--- src/rtl/mem_port_arbiter.sv ---
// Single-port unified memory arbiter between instruction fetch and load/store,
// with fixed-latency sequencing and fetch anti-starvation. Define MISALIGN_CHK_EN to add d_misalign.
module mem_port_arbiter #(
    parameter int ADDR_W     = 32,
    parameter int DATA_W     = 32,
    parameter int MEM_LAT    = 2,
    parameter int STARVE_MAX = 4
) (
    input  logic              clk,
    input  logic              rst,
    input  logic              if_req,
    input  logic [ADDR_W-1:0] if_addr,
    output logic              if_gnt,
    output logic              if_rvalid,
    output logic [DATA_W-1:0] if_rdata,
    input  logic              d_req,
    input  logic              d_we,
    input  logic [2:0]        d_func3,
    input  logic [ADDR_W-1:0] d_addr,
    input  logic [DATA_W-1:0] d_wdata,
    output logic              d_gnt,
    output logic              d_rvalid,
    output logic [DATA_W-1:0] d_rdata,
    output logic [ADDR_W-1:0] mem_addr,
    output logic              mem_read,
    output logic              mem_write,
    output logic [2:0]        mem_func3,
    output logic [DATA_W-1:0] mem_wdata,
    input  logic [DATA_W-1:0] mem_rdata,
    output logic              busy
`ifdef MISALIGN_CHK_EN
    ,
    output logic              d_misalign
`endif
);

    localparam int LAT_W = (MEM_LAT > 1) ? $clog2(MEM_LAT) : 1;
    localparam int STV_W = $clog2(STARVE_MAX + 1);
`ifdef MISALIGN_CHK_EN
    localparam bit MISALIGN_EN = 1'b1;
`else
    localparam bit MISALIGN_EN = 1'b0;
`endif

    typedef enum logic {
        IDLE   = 1'b0,
        ACTIVE = 1'b1
    } state_t;

    state_t             state_q, state_d;
    logic [LAT_W-1:0]   lat_cnt_q, lat_cnt_d;
    logic [STV_W-1:0]   starve_cnt_q, starve_cnt_d;
    logic               own_data_q, own_data_d;
    logic [ADDR_W-1:0]  addr_q, addr_d;
    logic               we_q, we_d;
    logic [2:0]         func3_q, func3_d;
    logic [DATA_W-1:0]  wdata_q, wdata_d;
    logic               misalign_q, misalign_d;

    logic               req_misalign;
    logic               active;
    logic               done;

    assign req_misalign = MISALIGN_EN &&
                          (((d_func3[1:0] == 2'b01) && d_addr[0]) ||
                           ((d_func3[1:0] == 2'b10) && (d_addr[1:0] != 2'b00)));

    // Reset masks all outputs, including an in-flight completion.
    assign active = (state_q == ACTIVE) && !rst;
    assign done   = misalign_q || (lat_cnt_q == LAT_W'(MEM_LAT - 1));

    always_comb begin
        d_gnt  = 1'b0;
        if_gnt = 1'b0;
        if ((state_q == IDLE) && !rst) begin
            if (d_req && (!if_req || (starve_cnt_q < STV_W'(STARVE_MAX)))) begin
                d_gnt = 1'b1;
            end else if (if_req) begin
                if_gnt = 1'b1;
            end
        end
    end

    always_comb begin
        state_d      = state_q;
        lat_cnt_d    = lat_cnt_q;
        starve_cnt_d = starve_cnt_q;
        own_data_d   = own_data_q;
        addr_d       = addr_q;
        we_d         = we_q;
        func3_d      = func3_q;
        wdata_d      = wdata_q;
        misalign_d   = misalign_q;
        case (state_q)
            IDLE: begin
                if (d_gnt) begin
                    state_d    = ACTIVE;
                    lat_cnt_d  = '0;
                    own_data_d = 1'b1;
                    addr_d     = d_addr;
                    we_d       = d_we;
                    func3_d    = d_func3;
                    wdata_d    = d_wdata;
                    misalign_d = req_misalign;
                    if (!if_req) begin
                        starve_cnt_d = '0;
                    end else if (starve_cnt_q != STV_W'(STARVE_MAX)) begin
                        starve_cnt_d = starve_cnt_q + 1'b1;
                    end
                end else if (if_gnt) begin
                    state_d      = ACTIVE;
                    lat_cnt_d    = '0;
                    own_data_d   = 1'b0;
                    addr_d       = if_addr;
                    we_d         = 1'b0;
                    func3_d      = 3'b010;
                    wdata_d      = '0;
                    misalign_d   = 1'b0;
                    starve_cnt_d = '0;
                end else if (!if_req) begin
                    starve_cnt_d = '0;
                end
            end
            ACTIVE: begin
                if (done) begin
                    state_d   = IDLE;
                    lat_cnt_d = '0;
                end else begin
                    lat_cnt_d = lat_cnt_q + 1'b1;
                end
            end
            default: begin
                state_d = IDLE;
            end
        endcase
    end

    always_ff @(posedge clk) begin
        if (rst) begin
            state_q      <= IDLE;
            lat_cnt_q    <= '0;
            starve_cnt_q <= '0;
            own_data_q   <= 1'b0;
            addr_q       <= '0;
            we_q         <= 1'b0;
            func3_q      <= '0;
            wdata_q      <= '0;
            misalign_q   <= 1'b0;
        end else begin
            state_q      <= state_d;
            lat_cnt_q    <= lat_cnt_d;
            starve_cnt_q <= starve_cnt_d;
            own_data_q   <= own_data_d;
            addr_q       <= addr_d;
            we_q         <= we_d;
            func3_q      <= func3_d;
            wdata_q      <= wdata_d;
            misalign_q   <= misalign_d;
        end
    end

    always_comb begin
        busy      = 1'b0;
        mem_addr  = '0;
        mem_read  = 1'b0;
        mem_write = 1'b0;
        mem_func3 = '0;
        mem_wdata = '0;
        if_rvalid = 1'b0;
        if_rdata  = '0;
        d_rvalid  = 1'b0;
        d_rdata   = '0;
`ifdef MISALIGN_CHK_EN
        d_misalign = 1'b0;
`endif
        if (active) begin
            busy      = 1'b1;
            mem_addr  = addr_q;
            mem_func3 = func3_q;
            mem_wdata = wdata_q;
            // A misaligned access occupies the slot but never touches memory.
            mem_read  = !we_q && !misalign_q;
            mem_write = we_q && !misalign_q;
            if (done) begin
                if (own_data_q) begin
                    d_rvalid = 1'b1;
                    d_rdata  = (we_q || misalign_q) ? '0 : mem_rdata;
`ifdef MISALIGN_CHK_EN
                    d_misalign = misalign_q;
`endif
                end else begin
                    if_rvalid = 1'b1;
                    if_rdata  = mem_rdata;
                end
            end
        end
    end

endmodule
--- config.mk ---
export PLATFORM = sky130hd
export DESIGN_NAME = mem_port_arbiter
export DESIGN_NICKNAME = d
export VERILOG_FILES = /design/src/rtl/mem_port_arbiter.sv
export SDC_FILE = /design/constraint.sdc
export NUM_CORES = 1
export LEC_CHECK = 0
export ABC_CLOCK_PERIOD_IN_PS = 3700
export BUFFER_PORTS_ARGS = -buffer_cell sky130_fd_sc_hd__buf_2
export CAP_MARGIN = 25
export CORE_ASPECT_RATIO = 1.75
export CORE_MARGIN = 5
export CORE_UTILIZATION = 35
export CTS_CLUSTER_DIAMETER = 40
export CTS_CLUSTER_SIZE = 14
export DETAILED_ROUTE_END_ITERATION = 12
export PLACE_DENSITY = 0.8
export SYNTH_ARGS = -nofsm -noshare
export SYNTH_HDL_FRONTEND = slang
export SYNTH_SLANG_ARGS = --single-unit
--- constraint.sdc ---
create_clock -name clk -period 3.7 [get_ports clk]
set_clock_uncertainty 0.05 [all_clocks]
set_input_delay 0 -clock clk [delete_from_list [all_inputs] [get_ports clk]]
set_output_delay 0 -clock clk [all_outputs]
set_load 0.01 [all_outputs]
### Yosys cells after proc, flatten, opt, wreduce, memory -nomap -nowiden

Cells that the tools add are included.
W data, S select, Z words.

* bitwise gates (word level): 1
* muxes and demuxes: 45
* order comparisons: 1
* equal/unequal tests: 4
* add/sub/neg operators: 2
* reduce and logical (&&, ||, !) cells: 15

Operators with widths (count)
* $mux W32: 13
* $mux W3: 8
* $mux W1: 22
* $ne A3 B3 Y1 const B: 2
* $logic_and A1 B1 Y1: 5
* $logic_not A1 Y1: 4
* $pmux W1 S2: 2
* $add A3 B1 Y3 const B: 1
* $logic_or A1 B1 Y1: 3
* $lt A3 B3 Y1 const B: 1
* $ne A3 B1 Y1 const B: 1
* $ne A3 B2 Y1 const B: 1
* $reduce_and A3 Y1: 1
* $reduce_and A2 Y1: 1
* $reduce_bool A2 Y1: 1
* $add A1 B1 Y1 const B: 1
* $not A1 Y1: 1

* output and inout bits: 138
* bits in registers: 75
* word-level logic and storage cells: 77

### Logic depth before layout (Yosys ltp)

* word-level depth: 8
* depth in mapped cells: 7

### Least setup slack after synthesis

Ideal clock, no wire load.

* path kind: register -> register
* from: reg state_q
* to: reg addr_q[16]
* cell stages (with the launch flop): 7
* period minus slack after synthesis: 1.421 ns
* path buffers: 3
* slack: 2.279 ns
* data arrival time: 1.238 ns
* library setup time: 0.133 ns
* cell sequence: dfxtp_1 or2_1 buf_4 nor2_1 buf_4 buf_4 a311oi_1

* longest elaborated chain between the ends: 5
* elaborated cells on any way between the ends: 7

Ends and longest elaborated chain
* from (decl): line 50 `state_t state_q, state_d;`
* from (signal assigned): line 150 `state_q <= state_d;`
* $not A1 Y1 (no source line) (*)
* $logic_and A1 B1 Y1: line 75 `if ((state_q == IDLE) && !rst) begin`
* $mux W1: line 75
* $reduce_bool A2 Y1 (no source line)
* $reduce_and A2 Y1 (no source line)
* to (signal assigned): line 154 `addr_q <= addr_d;`
* to (decl): line 54 `logic [ADDR_W-1:0] addr_q, addr_d;`

Mark *: on every way between the ends. The rest lies on a longest branch, timed or not.
A chain may end at the register's enable or synchronous reset.

### Worst setup path after layout

* from: reg state_q
* to: reg addr_q[14]

The elaborated chain is that of the path after synthesis.

==> summary.txt <==
Status
  – Status: completed

Setup path
  – WP data arrival: 3.08 ns
  – Top cell by count, worst path: buf_4
  – Startpoint Class: flip-flop
  – CP Cell Sequence: buf_4, nor2_2, buf_4, a21oi_1, a311oi_1, dlygate4sd3_1
  – Reg2Reg Setup Slack: 0.84 ns
  – Critical Path RT: 3.92 ns
  – Crit Path Max Fanout: 44
  – CP top delay family: buffers and inverters
  – Critical path buffers and inverters: 3
  – Critical path's largest stage delay: 0.58 ns
  – Worst path slowest cell: dlygate4sd3_1
  – Crit Reg-Reg Endpoint: addr_q[14]
  – CP endpoint kind: flip-flop
  – Critical path class: flip-flop to flip-flop
  – Worst R2R Start: state_q
  – R2R depth: 6

Layout
  – Layout cells sized above 1: 0.353
  – Post-route cell area: 6790 µm²
  – Nets: 1014
  – Leading cell type in the layout, fill and taps excluded: buf_2
  – Area growth syn-to-layout: 64.7%
  – Ant diodes: 0
  – Most frequent cells in the layout: 273 x buf_2, 100 x dlygate4sd3_1, 73 x dfxtp_1
  – Finished Layout Cells: 1014
  – Final core utilization: 0.586

CTS
  – CTS tree: yes
  – Clock-pin slew on the worst setup and hold paths: 0.06 ns
  – CTS Buffer Depth: 2
  – H-tree Lvls: 3
  – CTS sink cnt: 74
  – Clock latency on the worst-skew pair: 0.33 ns
  – Clock root buffer: clkbuf_16
  – CTS Buf Count: 9

Route
  – Vias per cell: 5.43
  – DR DRC count: 0
  – Vias: 5508
  – Initial DRC Count: 314
  – Drt pass-1 iters: 6
  – Routed wire per std cell: 17.4 µm
  – DRT Wirelength: 17600 µm
  – Antenna-violating nets left: 0

Global route
  – First-pass GRT wire length: 27500 µm
  – Grt ovf: 0
  – Vias in the first global route: 5523
  – Largest net degree at the start of global routing: 71
  – Gr usage total: 0.240
  – Initial antenna violation count: 0

Synthesis
  – Flops & latches, synth: 74
  – Mapped Area: 4120 µm²
  – Yosys cell types: 30
  – Ys flop type: dfxtp_1
  – Syn Area/Cell: 7.54 µm²
  – Gate Count Post-Synth: 547
  – Syn_nets: 685
  – Number of synthesized flops with an enable pin: 0
  – YS warnings: 0
  – Sequential share of the synthesized area: 0.359
  – Post-synth ARST share: 0

Placement
  – Port bufs: 273
  – HPWL after DPL: 11500 µm
  – Dpl cell area: 5480 µm²
  – GP Congestion: 0.869
  – Pre-CTS setup slack: 1.44 ns
  – Placed cells: 900

Power
  – Peak supply drop: 215 µV
  – PD cells: 330 nW/µm²
  – Pleak: 3.53 nW

STA
  – Hold Violations, Final: 0
  – Finish-stage setup viols: 0
  – Headroom to the max-slew limit: 0.489
  – Fin crit share: 0.773
  – Max Clock Freq: 0.350 GHz
  – RSZ-0062 raised after global routing: no
  – Fin. max-slew vios: 0
  – Post-route setup TNS: 0 ns
  – Worst slew pin tran: 0.766 ns
  – Tmin final: 2.86 ns
  – Final WS setup: 0.841 ns

Floorplan
  – FP Rows: 52
  – Chip width: 92.0 µm
  – Die height: 154 µm
  – Ports: 274
  – Die footprint: 14100 µm²
  – Initial core utilization: 0.356
  – Core Region: 11600 µm²

Min path
  – Type of the worst min-delay path: primary input to flip-flop
  – Hold path depth: 2
  – Worst Min Path Start: rst
  – Hold Path Sink: starve_cnt_q[2]

Run
  – Max-cap violation count: 0
what timing repair did:
item                                    CTS  global route
setup buffers                             0             0
gates resized for setup                   0             0
hold endpoints to repair                 68             0
endpoints found under the setup margin    0             0
hold buffers                            100             0
where the power goes:
group	internal, mW	leakage [nW]	total, mW	switching, mW
Combinational	0.218	2.78	0.450	0.233
Sequential	0.850	0.607	0.885	0.0349
Clock	0.582	0.147	0.905	0.322
Total	1.65	3.53	2.24	0.590
layer usage:
layer | global-route usage | up-vias | routed length (µm)
met5 | 0 | - | 0
met4 | 0.132 | 0 | 747
met3 | 0.0479 | 58 | 1310
met2 | 0.429 | 290 | 8960
met1 | 0.262 | 2533 | 6590
li1 | - | 2627 | -
cell type report:
class / count / area [µm²]
well taps: 135 / 169
multi-input cells: 399 / 2350
flip-flops and latches: 74 / 1480
inverters: 7 / 26.3
repair buffers: 385 / 2460
clock buffers: 9 / 225
fillers: 1063 / 4790
clock inverters: 5 / 81.3
how the worst max path moves through the flow:
stage	cells after the start	from	slack (ns)	to
3_3_place_gp	4	state_q	1.29	d_rdata[1]
2_1_floorplan	6	state_q	2.28	addr_q[16]
5_1_grt	6	state_q	0.66	addr_q[14]
3_5_place_dp	5	state_q	1.44	addr_q[16]
4_1_cts	6	state_q	0.90	addr_q[26]
6_report	6	state_q	0.84	addr_q[14]
sequential cells by signal, summed over array words and instances, names as in the netlist:
name	cells
wdata_q	32
we_q	1
func3_q	3
state_q	1
own_data_q	1
starve_cnt_q	3
addr_q	32
lat_cnt_q	1
synth_stat cells, drive strengths merged, types with 2 or more instances:
library cell | count | area (µm²)
a21oi | 66 | 330
a22oi | 2 | 15.0
a311oi | 28 | 245
a31oi | 4 | 25.0
and2 | 64 | 400
and3 | 69 | 432
buf | 17 | 96.3
clkbuf | 50 | 188
dfxtp | 74 | 1480
ha | 2 | 25.0
inv | 7 | 26.3
nand2 | 6 | 22.5
nand2b | 3 | 18.8
nand3 | 67 | 335
nand4 | 4 | 25.0
nor2 | 7 | 26.3
o21ai | 67 | 335
or2 | 2 | 12.5
through the flow:
stage,hold slack (ns),total power [mW]
floorplan,0.0944,1.10
global placement,0.221,1.24
detailed placement,0.227,1.24
CTS,0.0428,2.25
global route,0.0775,2.34
finish,0.0570,2.24
worst reg2reg max path, stage by stage (launching register included):
cell and delay [ns]:
dfxtp_2 0.53, buf_4 0.35, nor2_2 0.52, buf_4 0.36, a21oi_1 0.12, a311oi_1 0.29, dlygate4sd3_1 0.58
kinds of logic (layout without fill, tap and decap cells):
kind of cell | after synthesis | after routing | synth area share
AO/OA/AOI/OAI | 172 | 172 | 0.243
adder cells (fa/ha/maj) | 2 | 2 | 0.00607
buffers and inverters | 74 | 406 | 0.0753
flip-flops | 74 | 74 | 0.359
AND/OR/NAND/NOR | 225 | 225 | 0.317
Note: power is estimated with default switching activity, not from simulation.
